File: src/rtl/rcv_block_fifo_pkg.sv
// -----------------------------------------------------------------------------
// rcv_fifo_pkg
// Purpose : shared defaults and helpers for the receive block FIFO.
//           - default word width, words per entry and entry depth
//           - incr_wrap(): pointer increment that wraps by explicit compare,
//             so the FIFO works for depths that are not a power of two
// Ports   : none (package)
// -----------------------------------------------------------------------------
package rcv_fifo_pkg;

  localparam int WORD_W_DEF          = 32;
  localparam int WORDS_PER_ENTRY_DEF = 4;
  localparam int DEPTH_DEF           = 3;

  // Returns 0 when v has reached last, otherwise v+1.
  function automatic int unsigned incr_wrap(input int unsigned v,
                                            input int unsigned last);
    return (v == last) ? 32'd0 : v + 32'd1;
  endfunction

endpackage

File: src/rtl/rcv_block_fifo_if.sv
// -----------------------------------------------------------------------------
// rcv_block_fifo_if
// Purpose : bundles the write, control and read signals of rcv_block_fifo.
// Signals : HWDATA     write word
//           WE         write strobe, one word per asserted cycle
//           flush      abandon the partially assembled entry
//           clear_err  clear the sticky overflow flag
//           rd_ready   consumer accepts the head entry
//           rd_valid   head entry valid
//           rd_data    head entry, word 0 in the MSBs
//           count      committed entries
//           full/empty occupancy flags
//           overflow   sticky: a word was dropped
// Modports: master = producer/consumer side, slave = the FIFO.
// -----------------------------------------------------------------------------
interface rcv_block_fifo_if #(
  parameter int WORD_W          = rcv_fifo_pkg::WORD_W_DEF,
  parameter int WORDS_PER_ENTRY = rcv_fifo_pkg::WORDS_PER_ENTRY_DEF,
  parameter int DEPTH           = rcv_fifo_pkg::DEPTH_DEF
) ();

  localparam int ENTRY_W = WORD_W * WORDS_PER_ENTRY;
  localparam int CNT_W   = $clog2(DEPTH + 1);

  logic [WORD_W-1:0]  HWDATA;
  logic               WE;
  logic               flush;
  logic               clear_err;
  logic               rd_ready;
  logic               rd_valid;
  logic [ENTRY_W-1:0] rd_data;
  logic [CNT_W-1:0]   count;
  logic               full;
  logic               empty;
  logic               overflow;

  modport master (
    output HWDATA, WE, flush, clear_err, rd_ready,
    input  rd_valid, rd_data, count, full, empty, overflow
  );

  modport slave (
    input  HWDATA, WE, flush, clear_err, rd_ready,
    output rd_valid, rd_data, count, full, empty, overflow
  );

endinterface

File: src/rtl/rcv_block_fifo_ctrl.sv
// -----------------------------------------------------------------------------
// rcv_block_fifo_ctrl
// Purpose : pointer / occupancy / error bookkeeping for rcv_block_fifo.
// Ports   : clk, n_rst      clock, synchronous active-low reset
//           we_i, flush_i   write strobe and partial-entry flush
//           clear_err_i     clear sticky overflow
//           rd_ready_i      consumer ready
//           wr_en_o         this cycle's word is stored
//           wr_ptr_o        entry slot being assembled (tail)
//           wr_idx_o        word position inside that entry
//           rd_ptr_o        head entry slot
//           pop_o           head entry is consumed this cycle
//           count_o, full_o, empty_o, rd_valid_o, overflow_o  status
// -----------------------------------------------------------------------------
module rcv_block_fifo_ctrl
  import rcv_fifo_pkg::*;
#(
  parameter int WORDS_PER_ENTRY = WORDS_PER_ENTRY_DEF,
  parameter int DEPTH           = DEPTH_DEF,
  parameter int PTR_W           = (DEPTH > 1) ? $clog2(DEPTH) : 1,
  parameter int IDX_W           = (WORDS_PER_ENTRY > 1) ? $clog2(WORDS_PER_ENTRY) : 1,
  parameter int CNT_W           = $clog2(DEPTH + 1)
) (
  input  logic             clk,
  input  logic             n_rst,
  input  logic             we_i,
  input  logic             flush_i,
  input  logic             clear_err_i,
  input  logic             rd_ready_i,
  output logic             wr_en_o,
  output logic [PTR_W-1:0] wr_ptr_o,
  output logic [IDX_W-1:0] wr_idx_o,
  output logic [PTR_W-1:0] rd_ptr_o,
  output logic             pop_o,
  output logic [CNT_W-1:0] count_o,
  output logic             full_o,
  output logic             empty_o,
  output logic             rd_valid_o,
  output logic             overflow_o
);

  logic [PTR_W-1:0] head_ptr_q, head_ptr_d;
  logic [PTR_W-1:0] tail_ptr_q, tail_ptr_d;
  logic [IDX_W-1:0] word_idx_q, word_idx_d;
  logic [CNT_W-1:0] count_q, count_d;
  logic             overflow_q, overflow_d;

  logic full, empty, accept, commit, pop, drop;

  // Flags come only from registered count, so rd_ready never reaches
  // rd_valid/full/count combinationally.
  assign full  = (count_q == CNT_W'(DEPTH));
  assign empty = (count_q == '0);

  // full is judged before any same-cycle pop, so a word arriving while
  // full is dropped even if a slot frees up on this edge.
  assign accept = we_i && !full && !flush_i;
  assign commit = accept && (word_idx_q == IDX_W'(WORDS_PER_ENTRY - 1));
  assign pop    = !empty && rd_ready_i;
  // A flushed word is discarded on purpose and is not an overflow.
  assign drop   = we_i && full && !flush_i;

  always_comb begin
    head_ptr_d = head_ptr_q;
    tail_ptr_d = tail_ptr_q;
    word_idx_d = word_idx_q;
    count_d    = count_q;
    overflow_d = overflow_q;

    if (flush_i) begin
      word_idx_d = '0;
    end else if (accept) begin
      word_idx_d = IDX_W'(incr_wrap(32'(word_idx_q), 32'(WORDS_PER_ENTRY - 1)));
    end

    if (commit) begin
      tail_ptr_d = PTR_W'(incr_wrap(32'(tail_ptr_q), 32'(DEPTH - 1)));
    end

    if (pop) begin
      head_ptr_d = PTR_W'(incr_wrap(32'(head_ptr_q), 32'(DEPTH - 1)));
    end

    unique case ({commit, pop})
      2'b10:   count_d = count_q + CNT_W'(1);
      2'b01:   count_d = count_q - CNT_W'(1);
      default: count_d = count_q;
    endcase

    // A new drop outranks a clear in the same cycle.
    if (drop) begin
      overflow_d = 1'b1;
    end else if (clear_err_i) begin
      overflow_d = 1'b0;
    end
  end

  always_ff @(posedge clk) begin
    if (!n_rst) begin
      head_ptr_q <= '0;
      tail_ptr_q <= '0;
      word_idx_q <= '0;
      count_q    <= '0;
      overflow_q <= 1'b0;
    end else begin
      head_ptr_q <= head_ptr_d;
      tail_ptr_q <= tail_ptr_d;
      word_idx_q <= word_idx_d;
      count_q    <= count_d;
      overflow_q <= overflow_d;
    end
  end

  assign wr_en_o    = accept;
  assign wr_ptr_o   = tail_ptr_q;
  assign wr_idx_o   = word_idx_q;
  assign rd_ptr_o   = head_ptr_q;
  assign pop_o      = pop;
  assign count_o    = count_q;
  assign full_o     = full;
  assign empty_o    = empty;
  assign rd_valid_o = !empty;
  assign overflow_o = overflow_q;

endmodule

File: src/rtl/rcv_block_fifo.sv
// -----------------------------------------------------------------------------
// rcv_block_fifo
// Purpose : receive FIFO between the AHB slave write path and the block
//           processing core. Gathers WORDS_PER_ENTRY bus words into one wide
//           entry, stores up to DEPTH entries and presents the oldest one on
//           a valid/ready read port.
// Ports   : clk    system clock (posedge)
//           n_rst  synchronous active-low reset
//           bus    rcv_block_fifo_if.slave: HWDATA/WE/flush/clear_err/rd_ready
//                  in; rd_valid/rd_data/count/full/empty/overflow out
// -----------------------------------------------------------------------------
module rcv_block_fifo
  import rcv_fifo_pkg::*;
#(
  parameter int WORD_W          = WORD_W_DEF,
  parameter int WORDS_PER_ENTRY = WORDS_PER_ENTRY_DEF,
  parameter int DEPTH           = DEPTH_DEF
) (
  input  logic              clk,
  input  logic              n_rst,
  rcv_block_fifo_if.slave   bus
);

  localparam int PTR_W = (DEPTH > 1) ? $clog2(DEPTH) : 1;
  localparam int IDX_W = (WORDS_PER_ENTRY > 1) ? $clog2(WORDS_PER_ENTRY) : 1;
  localparam int CNT_W = $clog2(DEPTH + 1);

  logic             wr_en;
  logic [PTR_W-1:0] wr_ptr;
  logic [IDX_W-1:0] wr_idx;
  logic [PTR_W-1:0] rd_ptr;
  logic             pop;
  logic [CNT_W-1:0] count;
  logic             full, empty, rd_valid, overflow;

  rcv_block_fifo_ctrl #(
    .WORDS_PER_ENTRY (WORDS_PER_ENTRY),
    .DEPTH           (DEPTH),
    .PTR_W           (PTR_W),
    .IDX_W           (IDX_W),
    .CNT_W           (CNT_W)
  ) u_ctrl (
    .clk         (clk),
    .n_rst       (n_rst),
    .we_i        (bus.WE),
    .flush_i     (bus.flush),
    .clear_err_i (bus.clear_err),
    .rd_ready_i  (bus.rd_ready),
    .wr_en_o     (wr_en),
    .wr_ptr_o    (wr_ptr),
    .wr_idx_o    (wr_idx),
    .rd_ptr_o    (rd_ptr),
    .pop_o       (pop),
    .count_o     (count),
    .full_o      (full),
    .empty_o     (empty),
    .rd_valid_o  (rd_valid),
    .overflow_o  (overflow)
  );

  // One storage lane per word position; lane gi holds word gi of every entry.
  // Word 0 lands in the MSBs of rd_data. The head entry is read
  // combinationally and zeroed while empty so stale data never leaks out.
  // Storage is deliberately not reset.
  generate
    for (genvar gi = 0; gi < WORDS_PER_ENTRY; gi++) begin : g_lane
      logic [WORD_W-1:0] lane_mem [DEPTH];

      always_ff @(posedge clk) begin
        if (wr_en && (wr_idx == IDX_W'(gi))) begin
          lane_mem[wr_ptr] <= bus.HWDATA;
        end
      end

      assign bus.rd_data[(WORDS_PER_ENTRY-1-gi)*WORD_W +: WORD_W] =
        empty ? '0 : lane_mem[rd_ptr];
    end
  endgenerate

  assign bus.rd_valid = rd_valid;
  assign bus.count    = count;
  assign bus.full     = full;
  assign bus.empty    = empty;
  assign bus.overflow = overflow;

endmodule

File: src/flat_wrapper.sv
// flat-port wrapper written by rule: the top's interface ports become plain ports
module rcv_block_fifo_flat import rcv_fifo_pkg::*;
#(
  parameter int WORD_W          = WORD_W_DEF,
  parameter int WORDS_PER_ENTRY = WORDS_PER_ENTRY_DEF,
  parameter int DEPTH           = DEPTH_DEF
)
  (clk, n_rst, bus_HWDATA, bus_WE, bus_flush, bus_clear_err, bus_rd_ready, bus_rd_valid, bus_rd_data, bus_count, bus_full, bus_empty, bus_overflow);
  rcv_block_fifo_if #(.WORD_W(WORD_W), .WORDS_PER_ENTRY(WORDS_PER_ENTRY), .DEPTH(DEPTH)) bus_i ();
  input  logic clk;
  input  logic n_rst;
  input wire logic [$bits(bus_i.HWDATA)-1:0] bus_HWDATA;
  input wire logic [$bits(bus_i.WE)-1:0] bus_WE;
  input wire logic [$bits(bus_i.flush)-1:0] bus_flush;
  input wire logic [$bits(bus_i.clear_err)-1:0] bus_clear_err;
  input wire logic [$bits(bus_i.rd_ready)-1:0] bus_rd_ready;
  output wire logic [$bits(bus_i.rd_valid)-1:0] bus_rd_valid;
  output wire logic [$bits(bus_i.rd_data)-1:0] bus_rd_data;
  output wire logic [$bits(bus_i.count)-1:0] bus_count;
  output wire logic [$bits(bus_i.full)-1:0] bus_full;
  output wire logic [$bits(bus_i.empty)-1:0] bus_empty;
  output wire logic [$bits(bus_i.overflow)-1:0] bus_overflow;
  assign bus_i.HWDATA = bus_HWDATA;
  assign bus_i.WE = bus_WE;
  assign bus_i.flush = bus_flush;
  assign bus_i.clear_err = bus_clear_err;
  assign bus_i.rd_ready = bus_rd_ready;
  assign bus_rd_valid = bus_i.rd_valid;
  assign bus_rd_data = bus_i.rd_data;
  assign bus_count = bus_i.count;
  assign bus_full = bus_i.full;
  assign bus_empty = bus_i.empty;
  assign bus_overflow = bus_i.overflow;
  rcv_block_fifo #(.WORD_W(WORD_W), .WORDS_PER_ENTRY(WORDS_PER_ENTRY), .DEPTH(DEPTH)) u_core (.clk(clk), .n_rst(n_rst), .bus(bus_i));
endmodule
File: config.mk
export PLATFORM = sky130hd
export DESIGN_NAME = rcv_block_fifo_flat
export DESIGN_NICKNAME = d
export VERILOG_FILES = /design/src/rtl/rcv_block_fifo_pkg.sv /design/src/rtl/rcv_block_fifo_if.sv /design/src/rtl/rcv_block_fifo_ctrl.sv /design/src/rtl/rcv_block_fifo.sv /design/src/flat_wrapper.sv
export SDC_FILE = /design/constraint.sdc
export NUM_CORES = 1
export LEC_CHECK = 0
export BUFFER_PORTS_ARGS = -buffer_cell sky130_fd_sc_hd__buf_2
export CAP_MARGIN = 0
export CORE_MARGIN = 5
export CORE_UTILIZATION = 40
export CTS_BUF_LIST = sky130_fd_sc_hd__clkbuf_4
export CTS_CLUSTER_SIZE = 28
export DETAILED_ROUTE_END_ITERATION = 6
export PLACE_DENSITY_LB_ADDON = 0.05
export SYNTH_ARGS = -nofsm -noshare
export SYNTH_HDL_FRONTEND = slang
export SYNTH_HIERARCHICAL = 1
export SYNTH_SLANG_ARGS = --single-unit
export TNS_END_PERCENT = 30
File: constraint.sdc
create_clock -name clk -period 4.21 [get_ports clk]
set_clock_uncertainty 0.15 [all_clocks]
set_input_delay 0.842 -clock clk [delete_from_list [all_inputs] [get_ports clk]]
set_output_delay 0.842 -clock clk [all_outputs]
set_load 0.02 [all_outputs]
# Word level (Yosys, flattened, before mapping)
# Memories as Yosys holds them, arrays and structs flattened. A register that Yosys moved wholly into a read port is not among the register bits.
# Index checks and enable logic that the tools add are counted.
[word_totals]
register_bits = 9
ram_bits = 384
inputBits = 38
out_inout_bits = 134
wordCells = 66
mem_count = 4
[memory_table]
columns = ["name", "depth", "width", "read_ports", "rd_clocked_by_memory_dff", "wr", "line_no", "text"]
rows = [
  ["u_core.g_lane[0].lane_mem", 3, 32, 1, 1, 1, "rcv_block_fifo.sv:67", "logic [WORD_W-1:0] lane_mem [DEPTH];"],
  ["u_core.g_lane[1].lane_mem", 3, 32, 1, 1, 1, "rcv_block_fifo.sv:67", ""],
  ["u_core.g_lane[2].lane_mem", 3, 32, 1, 1, 1, "rcv_block_fifo.sv:67", ""],
  ["u_core.g_lane[3].lane_mem", 3, 32, 1, 1, 1, "rcv_block_fifo.sv:67", ""],
]
[classes]
add_sub_neg = 5
n_eq_ne = 8
muxes = 26
bitwise = 1
n_reduce_logical = 17
[ops]
columns = ["cell", "n"]
rows = [
  ["$mux W32", 4],
  ["$mux W2", 11],
  ["$eq A2 B2 Y1 const B", 6],
  ["$mux W1", 10],
  ["$logic_and A1 B1 Y1", 9],
  ["$add A2 B1 Y2 const B", 4],
  ["$eq A2 B1 Y1 const B", 2],
  ["$logic_not A2 Y1", 2],
  ["$pmux W2 S2", 1],
  ["$reduce_bool A2 Y1", 2],
  ["$logic_not A1 Y1", 3],
  ["$reduce_or A2 Y1", 1],
  ["$sub A2 B1 Y2 const B", 1],
  ["$not A1 Y1", 1],
]

# Logic depth before layout (Yosys ltp)
[depth]
word_depth = 7
depth_mapped = 6
ltp_nobuf = 6

# By module
# Netlist, hierarchy kept.
[modules_own_cells]
columns = ["mod", "n_inst", "cells_per_inst", "area_each_um2", "seq_area_each_um2"]
rows = [
  ["rcv_block_fifo", 1, 843, 15718.8, 11531.1],
  ["rcv_block_fifo_ctrl", 1, 51, 440.4, 180.2],
]

# Least setup slack after synthesis
# OpenSTA, ideal clock, no wires.
[synth_timing]
path_type = "input-to-reg"
startpoint = "in bus_flush"
endpoint = "mem u_core/g_lane[0].lane_mem[0][0] in the netlist's numbering, enable pin"
setup_time_ns = 0.461
arrival_ns = 3.882
t_required_ns = 3.599
slack_ns = -0.283
path_stages = 4
path_buffers = 0
path_cell_list = "nand2b_1 > nor2_1 > or3b_2 > nor3_1"
[synth_via]
elab_chain_cells = 5
[synth_rtl]
columns = ["item", "line_no", "text"]
rows = [
  ["start, declared", "flat_wrapper.sv:14", "input wire logic [$bits(bus_i.flush)-1:0] bus_flush;"],
  ["$logic_not A1 Y1", "rcv_block_fifo_ctrl.sv:57", "assign accept = we_i && !full && !flush_i;"],
  ["$logic_and A1 B1 Y1", "rcv_block_fifo_ctrl.sv:57", ""],
  ["via u_core.wr_en", "rcv_block_fifo.sv:28", "logic wr_en;"],
  ["$logic_and A1 B1 Y1", "rcv_block_fifo.sv:70", "if (wr_en && (wr_idx == IDX_W'(gi))) begin"],
  ["$mux W1", "rcv_block_fifo.sv:70", ""],
  ["$mux W1 (implied by the code)", "rcv_block_fifo.sv:71", "lane_mem[wr_ptr] <= bus.HWDATA;"],
  ["end, declared", "rcv_block_fifo.sv:67", ""],
]
# The timed path passes the listed nets, and every way through them passes these cells.

==> results.sh <==
export IMPL_cap_violations=0
export IMPL_first_pass_iters=4
export IMPL_arrival_ps=2700
export IMPL_setup_viol=0
export IMPL_wl_um=39600
export IMPL_cp_start_kind="flop"
export IMPL_postSynthAreaPerCell_um2=18.1
export IMPL_crit_type="reg -> out"
export IMPL_drive_gt1_frac=0.419
export IMPL_first_iter_violations=408
export IMPL_period_needed_ps=3700
export IMPL_crit_path_cell_trace="inv_6 > buf_4 > a211oi_2 > buf_2"
export IMPL_clock_sinks=393
export IMPL_synth_ff_type="edfxtp_1"
export IMPL_slowest_delay_ps=610
export IMPL_dp_final_hpwl_um=24000
export IMPL_cts_max_level=3
export IMPL_yosysSeqAreaShare=0.725
export IMPL_worst_pin_slew_ps=791
export IMPL_die_h_um=211
export IMPL_rsz0062_at_grt="no"
export IMPL_areaGrowthSynthToFinish_pct=18.4
export IMPL_clk_pin_slew_ps=60
export IMPL_vias_per_cell=5.00
export IMPL_slew_headroom=0.473
export IMPL_postCtsHoldBufs=0
export IMPL_drv_slew=0
export IMPL_ant_nets=0
export IMPL_post_drt_wl_per_cell_um=22.5
export IMPL_synth_top_area_frac=0.714
export IMPL_hp_class="in -> reg"
export IMPL_dieArea_mm2=0.0445
export IMPL_die_x_um=211
export IMPL_hold_viol=0
export IMPL_syn_nets=934
export IMPL_ys_ff_latch=393
export IMPL_crit_fanout=62
export IMPL_cp_slowest_cell="inv_6"
export IMPL_ctsResizeCount=0
export IMPL_critPathCaptureType="output port"
export IMPL_grt_pass1_wl_um=58700
export IMPL_grt_usage=0.176
export IMPL_initial_core_util=0.406
export IMPL_root_buffer="clkbuf_4"
export IMPL_gp_congestion=0.710
export IMPL_synth_edf_count=384
export IMPL_coreArea_mm2=0.0398
export IMPL_num_vias=8792
export IMPL_grt_max_degree=95
export IMPL_p_per_area_mw_per_mm2=415
export IMPL_fin_tns_setup_ps=0
export IMPL_post_cts_buffers=0
export IMPL_syn_inst=894
export IMPL_outcome="complete, no violations"
export IMPL_async_flop_share=0
export IMPL_placementRows=73
export IMPL_clock_latency_ps=750
export IMPL_vdd_drop_max_v=0.000220
export IMPL_cts_tree="built"
export IMPL_syn_cell_area_mm2=0.0162
export IMPL_pre_cts_ws_ps=894
export IMPL_cts_buffer_depth=3
export IMPL_pin_count=172
export IMPL_total_leakage_power_nw=6.37
export IMPL_worst_endpoint_required_ps=3220
export IMPL_cp_num_buf_inv=3
export IMPL_synth_area_leaders="edfxtp_1 71%, a211oi_2 9.3%, mux2i_1 8.1%, nor2b_1 5.0%, buf_12 1.6%"
export IMPL_grt_remaining_overflow=0
export IMPL_port_buffers=171
export IMPL_synth_most_common_cell="edfxtp_1"
export IMPL_antenna_found_initial=1
export IMPL_fin_ws_ps=513
export IMPL_synth_warnings=6
export IMPL_nets=1185
export IMPL_cp_top_family="buffers and inverters"
export IMPL_drc=0
export IMPL_fmax_mhz=271
export IMPL_synth_top_area_cell="edfxtp_1"
export IMPL_fill_cells=3546
export IMPL_ys_top_cells_by_count="384 x edfxtp_1, 130 x mux2i_1, 129 x nor2b_1"
export IMPL_cts_made_buffers=106
export IMPL_grt_pass1_vias=9168
export IMPL_ys_types=34
export IMPL_min_period_over_period=0.878
[cell type report]
type	instances	area [um^2]	share of cell area
Tap cell	525	657	0.0343
Antenna cell	2	5.00	0.000262
Multi-Input combinational cell	439	4060	0.212
Clock buffer	168	1260	0.0659
Timing Repair Buffer	200	1200	0.0627
Clock inverter	28	199	0.0104
Inverter	5	28.8	0.00150
Sequential cell	393	11700	0.613
[state kept, by name, summed over array words and instances, names as in the netlist]
name / count
u_core/u_ctrl/wr_idx_o: 2
u_core/u_ctrl/wr_ptr_o: 2
u_core/u_ctrl/rd_ptr_o: 2
u_core/u_ctrl/overflow_o: 1
u_core/u_ctrl/count_o: 2
u_core/g_lane.lane_mem: 384
[layout by cell type (no fill, tap or decap), types with 3 or more instances in the layout]
cell,count
nand2b_1,4
nor3_2,3
clkinv_1,20
bufinv_16,3
a211oi_2,120
nand3b_1,3
mux2i_1,130
nand2_1,5
o21ai_0,3
nor2_4,8
nand3_1,3
buf_2,171
nor2b_1,129
buf_4,19
buf_12,10
edfxtp_1,384
a211oi_1,8
clkbuf_4,168
dfxtp_1,7
[worst reg2reg max path: stages (launching register included)]
cell,delay (ps)
dfxtp_1,380
nand2_2,130
inv_2,60
nor2_1,270
or3b_2,580
nor2_4,430
buf_4,380
[cells by family after synthesis]
| family | count (synthesis) | synth area share |
|---|---|---|
| simple gates | 167 | 0.0624 |
| fa+ha+maj | 2 | 0.00155 |
| buf+inv | 62 | 0.0292 |
| xor+xnor | 2 | 0.00108 |
| mux | 130 | 0.0805 |
| compound gates | 138 | 0.101 |
| flops | 393 | 0.725 |
[metal layers]
metal | wire length, um | GRT usage | part of all wire | up-vias
met2 | 18600 | 0.273 | 0.47 | 230
met3 | 1920 | 0.0432 | 0.049 | 63
met5 | 0 | 0 | 0 | -
met1 | 18400 | 0.248 | 0.46 | 4425
met4 | 707 | 0.0557 | 0.018 | 0
li1 | - | - | - | 4074
[through the flow]
stage	cell area (um^2)	utilization	power (W)	std cells	hold WS, ps
final	19100	0.480	0.00794	1760	244
after global routing	19100	0.480	0.00833	1759	164
after CTS	19100	0.480	0.00809	1758	129
after detailed placement	17700	0.444	0.00451	1562	402
after global placement	17700	0.444	0.00451	1562	397
after floorplan	16200	-	0.00442	894	332
[power by group]
group	total [W]	switching [W]	internal (W)
combinational	0.000113	0.0000909	0.0000217
clock	0.00352	0.00153	0.00199
sequential	0.00431	0.00000427	0.00431
total	0.00794	0.00162	0.00632
[path summary, 6_finish.rpt]
| path | cells after the start | slack (ps) | startpoint | to |
|---|---|---|---|---|
| max reg2reg | 6 | 1470 | u_core/u_ctrl/count_o[0]$_SDFFE_PN0P_ | u_core/g_lane[0].lane_mem[1][12]$_DFFE_PP_ |
| max | 4 | 510 | u_core/u_ctrl/rd_ptr_o[1]$_SDFFE_PN0P_ | bus_rd_data[101] |
| min reg2reg | 2 | 410 | u_core/u_ctrl/count_o[1]$_SDFFE_PN0P_ | u_core/u_ctrl/count_o[1]$_SDFFE_PN0P_ |
| min | 3 | 240 | bus_flush | u_core/u_ctrl/wr_idx_o[1]$_SDFFE_PP0P_ |
No activity file was read; power rests on OpenSTA's default activity.
